--- src/rtl/hd63701_intc_pkg.sv ---
// Shared constants for the HD63701 interrupt controller: FSM states,
// source indices into the eligible vector, and the vector offsets.
// Optional feature macro: HD63701_INTC_CMI_EN (adds timer-2 compare-match).
package hd63701_intc_pkg;

    typedef enum logic [1:0] {
        ST_IDLE = 2'd0,
        ST_PEND = 2'd1,
        ST_HOLD = 2'd2
    } intc_state_e;

    // Bit positions in the eligible vector (priority is set by the encoder)
    localparam int SRC_NMI  = 0;
    localparam int SRC_IRQ1 = 1;
    localparam int SRC_ICI  = 2;
    localparam int SRC_OCI  = 3;
    localparam int SRC_TOI  = 4;
    localparam int SRC_SCI  = 5;
`ifdef HD63701_INTC_CMI_EN
    localparam int SRC_CMI  = 6;
    localparam int NUM_SRC  = 7;
`else
    localparam int NUM_SRC  = 6;
`endif

    // Offsets from $FFE0
    localparam logic [4:0] VEC_NONE = 5'h00;
    localparam logic [4:0] VEC_NMI  = 5'h1C;
    localparam logic [4:0] VEC_IRQ1 = 5'h18;
    localparam logic [4:0] VEC_ICI  = 5'h16;
    localparam logic [4:0] VEC_OCI  = 5'h14;
    localparam logic [4:0] VEC_TOI  = 5'h12;
    localparam logic [4:0] VEC_SCI  = 5'h10;
`ifdef HD63701_INTC_CMI_EN
    localparam logic [4:0] VEC_CMI  = 5'h0C;
`endif

    localparam int HOLD_W = 4;

endpackage

--- src/rtl/hd63701_intc_prio.sv ---
// Fixed-priority encoder: picks the highest-priority eligible source and
// returns its vector offset. Purely combinational.
// Optional feature macro: HD63701_INTC_CMI_EN (CMI slots between TOI and SCI).
module hd63701_intc_prio
    import hd63701_intc_pkg::*;
(
    input  logic [NUM_SRC-1:0] eligible,
    output logic               win_valid,
    output logic [4:0]         win_vec
);

    // Priority chain, highest first; no winner leaves the vector at zero
    always_comb begin
        win_valid = 1'b1;
        win_vec   = VEC_NONE;
        if (eligible[SRC_NMI])       win_vec = VEC_NMI;
        else if (eligible[SRC_IRQ1]) win_vec = VEC_IRQ1;
        else if (eligible[SRC_ICI])  win_vec = VEC_ICI;
        else if (eligible[SRC_OCI])  win_vec = VEC_OCI;
        else if (eligible[SRC_TOI])  win_vec = VEC_TOI;
`ifdef HD63701_INTC_CMI_EN
        else if (eligible[SRC_CMI])  win_vec = VEC_CMI;
`endif
        else if (eligible[SRC_SCI])  win_vec = VEC_SCI;
        else                         win_valid = 1'b0;
    end

endmodule

--- src/rtl/hd63701_intc.sv ---
// HD63701 interrupt controller: latches NMI edges, masks the level sources
// with the CCR I flag, raises a prioritised request to the core and enforces
// a short quiet period after each acknowledge.
// Optional feature macro: HD63701_INTC_CMI_EN (adds cmi_in, vector 5'h0C).
module hd63701_intc
    import hd63701_intc_pkg::*;
#(
    parameter int HOLD_CYC = 2
)
(
    input  logic       mcu_clx2,
    input  logic       mcu_rst,
    input  logic       nmi_in,
    input  logic       irq1_in,
    input  logic       ici_in,
    input  logic       oci_in,
    input  logic       toi_in,
    input  logic       sci_in,
`ifdef HD63701_INTC_CMI_EN
    input  logic       cmi_in,
`endif
    input  logic       i_mask,
    input  logic       int_ack,
    output logic       int_req,
    output logic [4:0] int_vec,
    output logic       nmi_pend
);

    localparam logic [HOLD_W-1:0] HOLD_LOAD = HOLD_W'(HOLD_CYC - 1);

    intc_state_e        state_q, state_d;
    logic               int_req_q, int_req_d;
    logic [4:0]         int_vec_q, int_vec_d;
    logic               nmi_lat_q, nmi_lat_d;
    logic               nmi_prev_q, nmi_prev_d;
    logic               nmi_arm_q, nmi_arm_d;
    logic [HOLD_W-1:0]  hold_cnt_q, hold_cnt_d;

    logic               nmi_edge;
    logic               nmi_clr;
    logic [NUM_SRC-1:0] eligible;
    logic               win_valid;
    logic [4:0]         win_vec;

    // Edge detect (armed only once nmi_in has been seen low) and source masking
    always_comb begin
        nmi_edge   = nmi_in & ~nmi_prev_q & nmi_arm_q;
        nmi_prev_d = nmi_in;
        nmi_arm_d  = nmi_arm_q | ~nmi_in;
        eligible             = '0;
        eligible[SRC_NMI]    = nmi_lat_q | nmi_edge;
        eligible[SRC_IRQ1]   = irq1_in & ~i_mask;
        eligible[SRC_ICI]    = ici_in  & ~i_mask;
        eligible[SRC_OCI]    = oci_in  & ~i_mask;
        eligible[SRC_TOI]    = toi_in  & ~i_mask;
        eligible[SRC_SCI]    = sci_in  & ~i_mask;
`ifdef HD63701_INTC_CMI_EN
        eligible[SRC_CMI]    = cmi_in  & ~i_mask;
`endif
    end

    hd63701_intc_prio u_prio (
        .eligible  (eligible),
        .win_valid (win_valid),
        .win_vec   (win_vec)
    );

    // Request FSM; a HOLD that expires with a winner goes straight to PEND so
    // the quiet gap after an ack is exactly HOLD_CYC cycles
    always_comb begin
        state_d    = state_q;
        int_req_d  = int_req_q;
        int_vec_d  = int_vec_q;
        hold_cnt_d = hold_cnt_q;
        nmi_clr    = 1'b0;
        case (state_q)
            ST_IDLE: begin
                if (win_valid) begin
                    state_d   = ST_PEND;
                    int_req_d = 1'b1;
                    int_vec_d = win_vec;
                end
            end
            ST_PEND: begin
                if (int_ack) begin
                    state_d    = ST_HOLD;
                    int_req_d  = 1'b0;
                    hold_cnt_d = HOLD_LOAD;
                    nmi_clr    = (int_vec_q == VEC_NMI);
                end else if (win_valid) begin
                    int_vec_d = win_vec;
                end else begin
                    state_d   = ST_IDLE;
                    int_req_d = 1'b0;
                end
            end
            ST_HOLD: begin
                if (hold_cnt_q != '0) begin
                    hold_cnt_d = hold_cnt_q - 1'b1;
                end else if (win_valid) begin
                    state_d   = ST_PEND;
                    int_req_d = 1'b1;
                    int_vec_d = win_vec;
                end else begin
                    state_d = ST_IDLE;
                end
            end
            default: begin
                state_d   = ST_IDLE;
                int_req_d = 1'b0;
            end
        endcase
        nmi_lat_d = nmi_edge | (nmi_lat_q & ~nmi_clr);
    end

    // State registers; reset discards any request in flight
    always_ff @(posedge mcu_clx2 or posedge mcu_rst) begin
        if (mcu_rst) begin
            state_q    <= ST_IDLE;
            int_req_q  <= 1'b0;
            int_vec_q  <= VEC_NONE;
            nmi_lat_q  <= 1'b0;
            nmi_prev_q <= 1'b0;
            nmi_arm_q  <= 1'b0;
            hold_cnt_q <= '0;
        end else begin
            state_q    <= state_d;
            int_req_q  <= int_req_d;
            int_vec_q  <= int_vec_d;
            nmi_lat_q  <= nmi_lat_d;
            nmi_prev_q <= nmi_prev_d;
            nmi_arm_q  <= nmi_arm_d;
            hold_cnt_q <= hold_cnt_d;
        end
    end

    assign int_req  = int_req_q;
    assign int_vec  = int_vec_q;
    assign nmi_pend = nmi_lat_q;

endmodule

--- config.mk ---
export PLATFORM = sky130hd
export DESIGN_NAME = hd63701_intc
export DESIGN_NICKNAME = d
export VERILOG_FILES = /design/src/rtl/hd63701_intc_pkg.sv /design/src/rtl/hd63701_intc_prio.sv /design/src/rtl/hd63701_intc.sv
export SDC_FILE = /design/constraint.sdc
export NUM_CORES = 1
export LEC_CHECK = 0
export BUFFER_PORTS_ARGS = -buffer_cell sky130_fd_sc_hd__buf_2
export CORE_MARGIN = 3
export CORE_UTILIZATION = 50
export CTS_CLUSTER_DIAMETER = 40
export DETAILED_ROUTE_END_ITERATION = 16
export PLACE_DENSITY = 0.85
export SLEW_MARGIN = 10
export SYNTH_ARGS = -nofsm -noshare
export SYNTH_HDL_FRONTEND = slang
export SYNTH_SLANG_ARGS = --single-unit
export TNS_END_PERCENT = 30
--- constraint.sdc ---
create_clock -name mcu_clx2 -period 2 [get_ports mcu_clx2]
set_input_delay 0.3 -clock mcu_clx2 [delete_from_list [all_inputs] [get_ports mcu_clx2]]
set_output_delay 0.3 -clock mcu_clx2 [all_outputs]
set_load 0.005 [all_outputs]
==> flow_summary_export.csv, run 1 <==
group,metric,value,unit
placement,port-buffer-count,15,
detailed_routing,drt-vias-per-instance,5.56,
clock_network,sink_count,14,
yosys,synth-compound-area-share,13.5,%
timing,clock.fmax,566,MHz
yosys,combinational_family_with_the_most_area_after_synthesis,"simple AND/OR/NAND/NOR gates",
detailed_routing,drt-pass1-iter-count,2,
power,vdd_ir_drop_max,0.898,mV
worst_setup_path,crit_arrival,1.94,ns
timing,rsz0062_at_grt,"false",
timing,final_hold_viol_count,0,
detailed_routing,drt_first_iter_violations,4,
finish,fin_util,68.1,%
yosys,netlist_area,697,sq um
timing,maxSlewHeadroom,65.2,%
finish,layout-drive-gt1-share,28.2,%
floorplan,die_w,43.3,um
worst_setup_path,worstSetupEndpointType,"flip-flop",
floorplan,die_height,43.3,um
global_route,maximum_number_of_pins_on_one_net_before_global_route_repair,15,
timing,setup-tns-final,0,ns
clock_network,clock_tree_from_tritoncts,"yes",
worst_setup_path,reg_to_reg_critical_path_startpoint,"hold_cnt_q[1]",
detailed_routing,vias,550,
global_route,number_of_antenna_violations_at_the_first_check_in_global_routing,0,
yosys,synth_largest_area_cell,"dfrtp_1",
run_status,run_status,"completed",
yosys,synth_fp_nets,78,
yosys,ys_top_cells_by_count,"dfrtp_1, inv_1, nor2_1",
global_route,gr-total-overflow,0,
clock_network,cts_resized,0,
yosys,synth_edf_count,0,
timing,worstMarginPinSlew,0.521,ns
finish,net_count_reported_at_finish,97,
yosys,mean_area_per_synthesized_cell,10.4,sq um
clock_network,numCtsBuffers,3,
floorplan,top_level_ports,17,
worst_setup_path,setup.reg_to_reg.worst_slack,0.23,ns
yosys,netlist_top_cells_area,"dfrtp_1, inv_1, nand3_1",
yosys,post_synth_xor_area_fraction,2.51,%
yosys,fraction_of_registers_with_async_set_or_reset_after_synthesis,100,%
detailed_routing,drt_wl_total,1370,um
clock_network,clkTransAtPathRegs,0.08,ns
power,powerDensity,1330,mW/mm^2
yosys,yosys_most_used_dff,"dfrtp_1",
min_path,worstHoldPathType,"in -> async",
timing,report.final.setup_viol,0,
clock_network,clock-root-buffer,"clkbuf_4",
yosys,yosys.area_share.adder,1.80,%
finish,insertedDiodeCount,0,
timing,final_period_demand_of_the_worst_path,1.77,ns
clock_network,postCtsHoldBufs,0,
clock_network,cts.path.max_buffers,2,
worst_setup_path,timing_worst_setup_path_type,"reg -> reg",
timing,post-route-period-util,88.4,%
worst_setup_path,cpPeakStageDelay,0.42,ns
worst_setup_path,critical_path_fanouts_max,4,
worst_setup_path,crit_chain,"inv_1 > ha_1 > or3b_4 > a21oi_4 > nand2_2 > mux2_4",
placement,detailedPlacementHpwl,1090,um
worst_setup_path,worst_setup_path_start_kind,"flip-flop",
yosys,netlist-cell-type-count,32,
detailed_routing,route.detailed.wl_per_inst,13.8,um
global_route,grt.total_usage,17.5,%
floorplan,core_area,0.00120,sq mm
yosys,yosysMostFrequentCell,"dfrtp_1",
yosys,synth_register_bits,14,
finish,syn2layout_area_growth,17.4,%
worst_setup_path,slowest_stage,"or3b_4",
power,leakagePower,0.390,nW
worst_setup_path,cp.buffers_inverters,1,
yosys,ys_warn_count,0,
floorplan,fp.dieArea,0.00188,sq mm
yosys,synth_simple_gate_area_share,21.9,%
worst_setup_path,worstPathRequired,2.17,ns
yosys,yosysSeqAreaShare,50.3,%
finish,nFillCells,102,
worst_setup_path,endpoint_of_the_most_critical_register_to_register_path,"int_vec[2]",
worst_setup_path,worstRegToRegCells,6,
floorplan,starting_density,58.0,%
clock_network,worst_skew_pair.late_latency,0.28,ns
timing,finalClockSkew,0.000758,ns
clock_network,post-cts-setup-buffer-count,0,
placement,final_gp_congestion,0.799,
floorplan,fp-row-count,12,
yosys,netlist_instances,67,
clock_network,htree_num_levels,1,
flow_run,maximum_capacitance_violations,0,
detailed_routing,drc_viols,0,
yosys,synth_top_area_share,50.3,%
yosys,synthMuxAreaShare,5.21,%
global_route,first_global_vias,530,
timing,timing_max_transition_violations_final,0,
worst_setup_path,crit_family,"simple AND/OR/NAND/NOR gates",
global_route,grt_first_pass_wirelength,2400,um
detailed_routing,ant_nets,0,
## worst register-to-register path, delay by kind of cell, from the launching register on
family                     cells  cell delay, ns
and+or+nand+nor                2            0.52
adders and majority gates      1            0.16
AOI/OAI and AO/OA              1            0.20
buffers and inverters          1            0.08
DFF                            1            0.40
muxes                          1            0.31
## logic make-up after synthesis
kind of cell	count (synthesis)
fa+ha+maj	1
xor+xnor	2
flops	14
other cells	1
compound gates	12
simple gates	27
mux	3
buf+inv	7
## sequential cells by signal, indices dropped and copies added, names as in the netlist
register,flops
nmi_prev_q,1
nmi_pend,1
nmi_arm_q,1
int_vec,4
int_req,1
hold_cnt_q,4
state_q,2
## cell type report
class	count	area (sq um)	share of cell area, %
inverter	6	22.5	2.75
timing repair buffer	15	75.1	9.17
clock buffer	4	36.3	4.43
multi-input combinational	46	317	38.7
tap	14	17.5	2.14
sequential	14	350	42.8
## per-layer routing
layer,track usage (%),up-vias,part of all wire (%)
met4,6.02,0,0.95
met2,28.0,12,49
met3,7.88,2,5.4
li1,-,272,-
met1,20.9,264,44
met5,0,-,0
## report_power, final
part | internal, mW | switching, mW | total, mW
clock | 0.111 | 0.0859 | 0.197
sequential | 0.374 | 0.0933 | 0.467
combinational | 0.210 | 0.215 | 0.425
total | 0.695 | 0.394 | 1.09
## worst max path at each step
| stage | start | endpoint | slack [ns] | depth (start not counted) |
|---|---|---|---|---|
| floorplan | hold_cnt_q[1] | int_vec[2] | 0.33 | 6 |
| global placement | hold_cnt_q[1] | int_vec[2] | 0.28 | 6 |
| detailed placement | hold_cnt_q[1] | int_vec[2] | 0.24 | 6 |
| CTS | hold_cnt_q[1] | int_vec[2] | 0.23 | 6 |
| global route | hold_cnt_q[1] | int_vec[2] | 0.1 | 6 |
| finish | hold_cnt_q[1] | int_vec[2] | 0.23 | 6 |
## per-stage QoR
stage | setup WS [ns] | cells | area (sq um) | power, mW | hold WS (ns)
after floorplan | 0.331 | 67 | 697 | 0.775 | 0.189
after global placement | 0.280 | 95 | 782 | 0.875 | 0.342
after detailed placement | 0.242 | 95 | 782 | 0.897 | 0.361
after CTS | 0.226 | 99 | 818 | 1.10 | 0.0564
after global routing | 0.0983 | 99 | 818 | 1.18 | 0.0702
final | 0.232 | 99 | 818 | 1.09 | 0.0444
## cell usage in the layout, fill, tap and decap left out
master	instances
nor3_1	2
inv_1	6
xor2_1	2
or2b_1	1
buf_2	15
o21a_1	1
clkbuf_4	3
a32o_1	1
a22o_1	1
mux2_4	1
o22ai_1	1
conb_1	1
nand3b_1	2
nand2_2	1
dfrtp_1	14
nand2_1	4
o21ai_0	2
a21oi_1	2
ha_1	1
clkbuf_8	1
nor2b_1	2
nor4_1	1
and3b_1	1
mux2_2	1
nor2_1	5
a21oi_4	1
a22oi_1	1
nand3_1	4
nand2b_1	2
o311ai_0	1
nand4b_1	1
or3b_4	1
o2111ai_1	1
mux2i_1	1
(Power assumes the default switching activity.)
==> run 2: changes to the inputs <==
--- a/config.mk
+++ b/config.mk
@@ -7,10 +7,11 @@
 export LEC_CHECK = 0
 export BUFFER_PORTS_ARGS = -buffer_cell sky130_fd_sc_hd__buf_2
 export CORE_MARGIN = 3
-export CORE_UTILIZATION = 50
+export CORE_UTILIZATION = 53
 export CTS_CLUSTER_DIAMETER = 40
 export DETAILED_ROUTE_END_ITERATION = 16
-export PLACE_DENSITY = 0.85
+export PLACE_DENSITY = 0.89
+export SETUP_SLACK_MARGIN = 0.1
 export SLEW_MARGIN = 10
 export SYNTH_ARGS = -nofsm -noshare
 export SYNTH_HDL_FRONTEND = slang
==> constraint.sdc (replaced) <==
create_clock -name mcu_clx2 -period 2.2 [get_ports mcu_clx2]
set_input_delay 0.33 -clock mcu_clx2 [delete_from_list [all_inputs] [get_ports mcu_clx2]]
set_output_delay 0.33 -clock mcu_clx2 [all_outputs]
set_load 0.005 [all_outputs]
==> run 2 against run 1 <==
Hold slack gained 0.036 ns. Total power is 12% lower. Via count rose by 0.91%. Combinational power fell by 6.4%. Clock power shrank 30%. Wire length is the same. Cell count is 1.0% lower. Sequential share of layout area is 0.73 points higher. Count of clock-buffer cells in the layout shrank 1. Critical path depth did not move. Critical endpoint unchanged. Largest cell class unchanged.
==> flow_summary_export.csv, run 2 (synthesized netlist as in run 1, its figures left out) <==
group,metric,value,unit
clock_network,clkTransAtPathRegs,0.08,ns
timing,report.final.setup_viol,0,
clock_network,cts.path.max_buffers,2,
timing,finalClockSkew,0.00243,ns
placement,detailedPlacementHpwl,1070,um
floorplan,die_w,42.3,um
global_route,first_global_vias,524,
timing,setup-tns-final,0,ns
finish,fin_area,805,sq um
worst_setup_path,worst_setup_path_start_kind,"flip-flop",
worst_setup_path,startpoint,"hold_cnt_q[1]",
run_status,run_status,"completed",
timing,rsz0062_at_grt,"false",
global_route,gr-total-overflow,0,
detailed_routing,drt_first_iter_violations,11,
worst_setup_path,crit_arrival,1.94,ns
clock_network,clock_tree_from_tritoncts,"yes",
floorplan,die_height,42.3,um
min_path,worstHoldPathType,"in -> async",
finish,syn2layout_area_growth,15.4,%
clock_network,sink_count,14,
power,powerDensity,1190,mW/mm^2
global_route,grt_first_pass_wirelength,2280,um
power,vdd_ir_drop_max,0.674,mV
clock_network,post-cts-setup-buffer-count,0,
finish,layout_common_cells,"buf_2, dfrtp_1, inv_1",
timing,post-route-period-util,81.2,%
power,leakagePower,0.382,nW
finish,layout-drive-gt1-share,27.4,%
floorplan,fp.dieArea,0.00179,sq mm
clock_network,postCtsHoldBufs,0,
worst_setup_path,worstRegToRegCells,6,
floorplan,top_level_ports,17,
worst_setup_path,timing_worst_setup_path_type,"reg -> reg",
timing,worstMarginPinSlew,0.522,ns
placement,final_gp_congestion,0.845,
global_route,maximum_number_of_pins_on_one_net_before_global_route_repair,15,
detailed_routing,vias,555,
timing,final_hold_viol_count,0,
worst_setup_path,worstPathRequired,2.36,ns
clock_network,htree_num_levels,1,
global_route,number_of_antenna_violations_at_the_first_check_in_global_routing,0,
placement,detailed_place.area,782,sq um
worst_setup_path,cp_num_cells,6,
clock_network,clock-root-buffer,"clkbuf_4",
placement,port-buffer-count,15,
detailed_routing,drt_wl_total,1370,um
clock_network,cts_resized,0,
worst_setup_path,setup.reg_to_reg.worst_slack,0.41,ns
worst_setup_path,slowest_stage,"or3b_4",
worst_setup_path,reg_to_reg_critical_path_startpoint,"hold_cnt_q[1]",
worst_setup_path,cp-endpoint,"int_vec[2]",
flow_run,maximum_capacitance_violations,0,
finish,most_frequent_standard_cell_in_the_layout_excluding_fill_and_tap_cells,"buf_2",
finish,net_count_reported_at_finish,97,
clock_network,worst_skew_pair.late_latency,0.27,ns
worst_setup_path,cp.buffers_inverters,1,
worst_setup_path,endpoint_of_the_most_critical_register_to_register_path,"int_vec[2]",
worst_setup_path,crit_chain,"inv_1 > ha_1 > or3b_4 > a21oi_4 > nand2_2 > mux2_4",
detailed_routing,drc_viols,0,
worst_setup_path,worstSetupEndpointType,"flip-flop",
timing,final_period_demand_of_the_worst_path,1.79,ns
timing,maxSlewHeadroom,65.2,%
worst_setup_path,cpPeakStageDelay,0.42,ns
detailed_routing,drt-vias-per-instance,5.66,
worst_setup_path,crit_family,"simple AND/OR/NAND/NOR gates",
timing,clock.fmax,560,MHz
timing,timing_max_transition_violations_final,0,
floorplan,starting_density,59.5,%
floorplan,fp-row-count,12,
worst_setup_path,critical_path_fanouts_max,4,
finish,insertedDiodeCount,0,
finish,nFillCells,92,
detailed_routing,route.detailed.wl_per_inst,13.9,um
floorplan,core_area,0.00117,sq mm
global_route,grt.total_usage,17.0,%
detailed_routing,ant_nets,0,
detailed_routing,drt-pass1-iter-count,5,
clock_network,numCtsBuffers,3,
run 2: cell types whose count changed in the layout (fill, tap and decap cells not counted):
cell      delta
clkbuf_8     -1
run 2: final cells by class:
type                            count  area (sq um)  share of cell area, %
Inverter                            6          22.5                   2.80
Sequential cell                    14           350                   43.5
Tap cell                           14          17.5                   2.18
Timing Repair Buffer               15          75.1                   9.33
Clock buffer                        3          22.5                   2.80
Multi-Input combinational cell     46           317                   39.3
run 2: metal layers:
| layer | wire length, um | up-vias | track usage, % |
|---|---|---|---|
| met5 | 0 | - | 0 |
| met4 | 27 | 0 | 9.32 |
| met3 | 63 | 5 | 2.58 |
| met2 | 661 | 17 | 28.3 |
| met1 | 612 | 264 | 20.8 |
| li1 | - | 269 | - |
run 2: worst reg2reg max path: cells and delay by family (launching register included):
family,cells,cell delay (ns)
AO/OA/AOI/OAI,1,0.20
adder cells (fa/ha/maj),1,0.16
buffers and inverters,1,0.08
flip-flops,1,0.40
multiplexers,1,0.31
AND/OR/NAND/NOR,2,0.52
run 2: through the flow:
step | std cells | setup WS (ns) | total power, mW | utilization, % | hold WS, ns
floorplan | 67 | 0.531 | 0.705 | - | 0.219
global placement | 95 | 0.478 | 0.794 | 66.8 | 0.369
detailed placement | 95 | 0.426 | 0.816 | 66.8 | 0.391
CTS | 98 | 0.415 | 0.957 | 68.7 | 0.0965
global route | 98 | 0.290 | 1.04 | 68.7 | 0.108
finish | 98 | 0.413 | 0.957 | 68.7 | 0.0805
run 2: worst min-delay path by stage:
stage | start | to | slack (ns) | cells past startpoint
2_1_floorplan | mcu_rst | hold_cnt_q[0] | 0.22 | 1
3_3_place_gp | mcu_rst | int_vec[3] | 0.37 | 2
3_5_place_dp | mcu_rst | int_vec[2] | 0.39 | 2
4_1_cts | mcu_rst | int_vec[3] | 0.1 | 2
5_1_grt | mcu_rst | int_vec[4] | 0.11 | 2
6_report | mcu_rst | int_vec[4] | 0.08 | 2
run 2: power breakdown:
group	switching [mW]	internal, mW
combinational	0.206	0.192
sequential	0.0820	0.340
clock	0.0743	0.0633
total	0.362	0.595
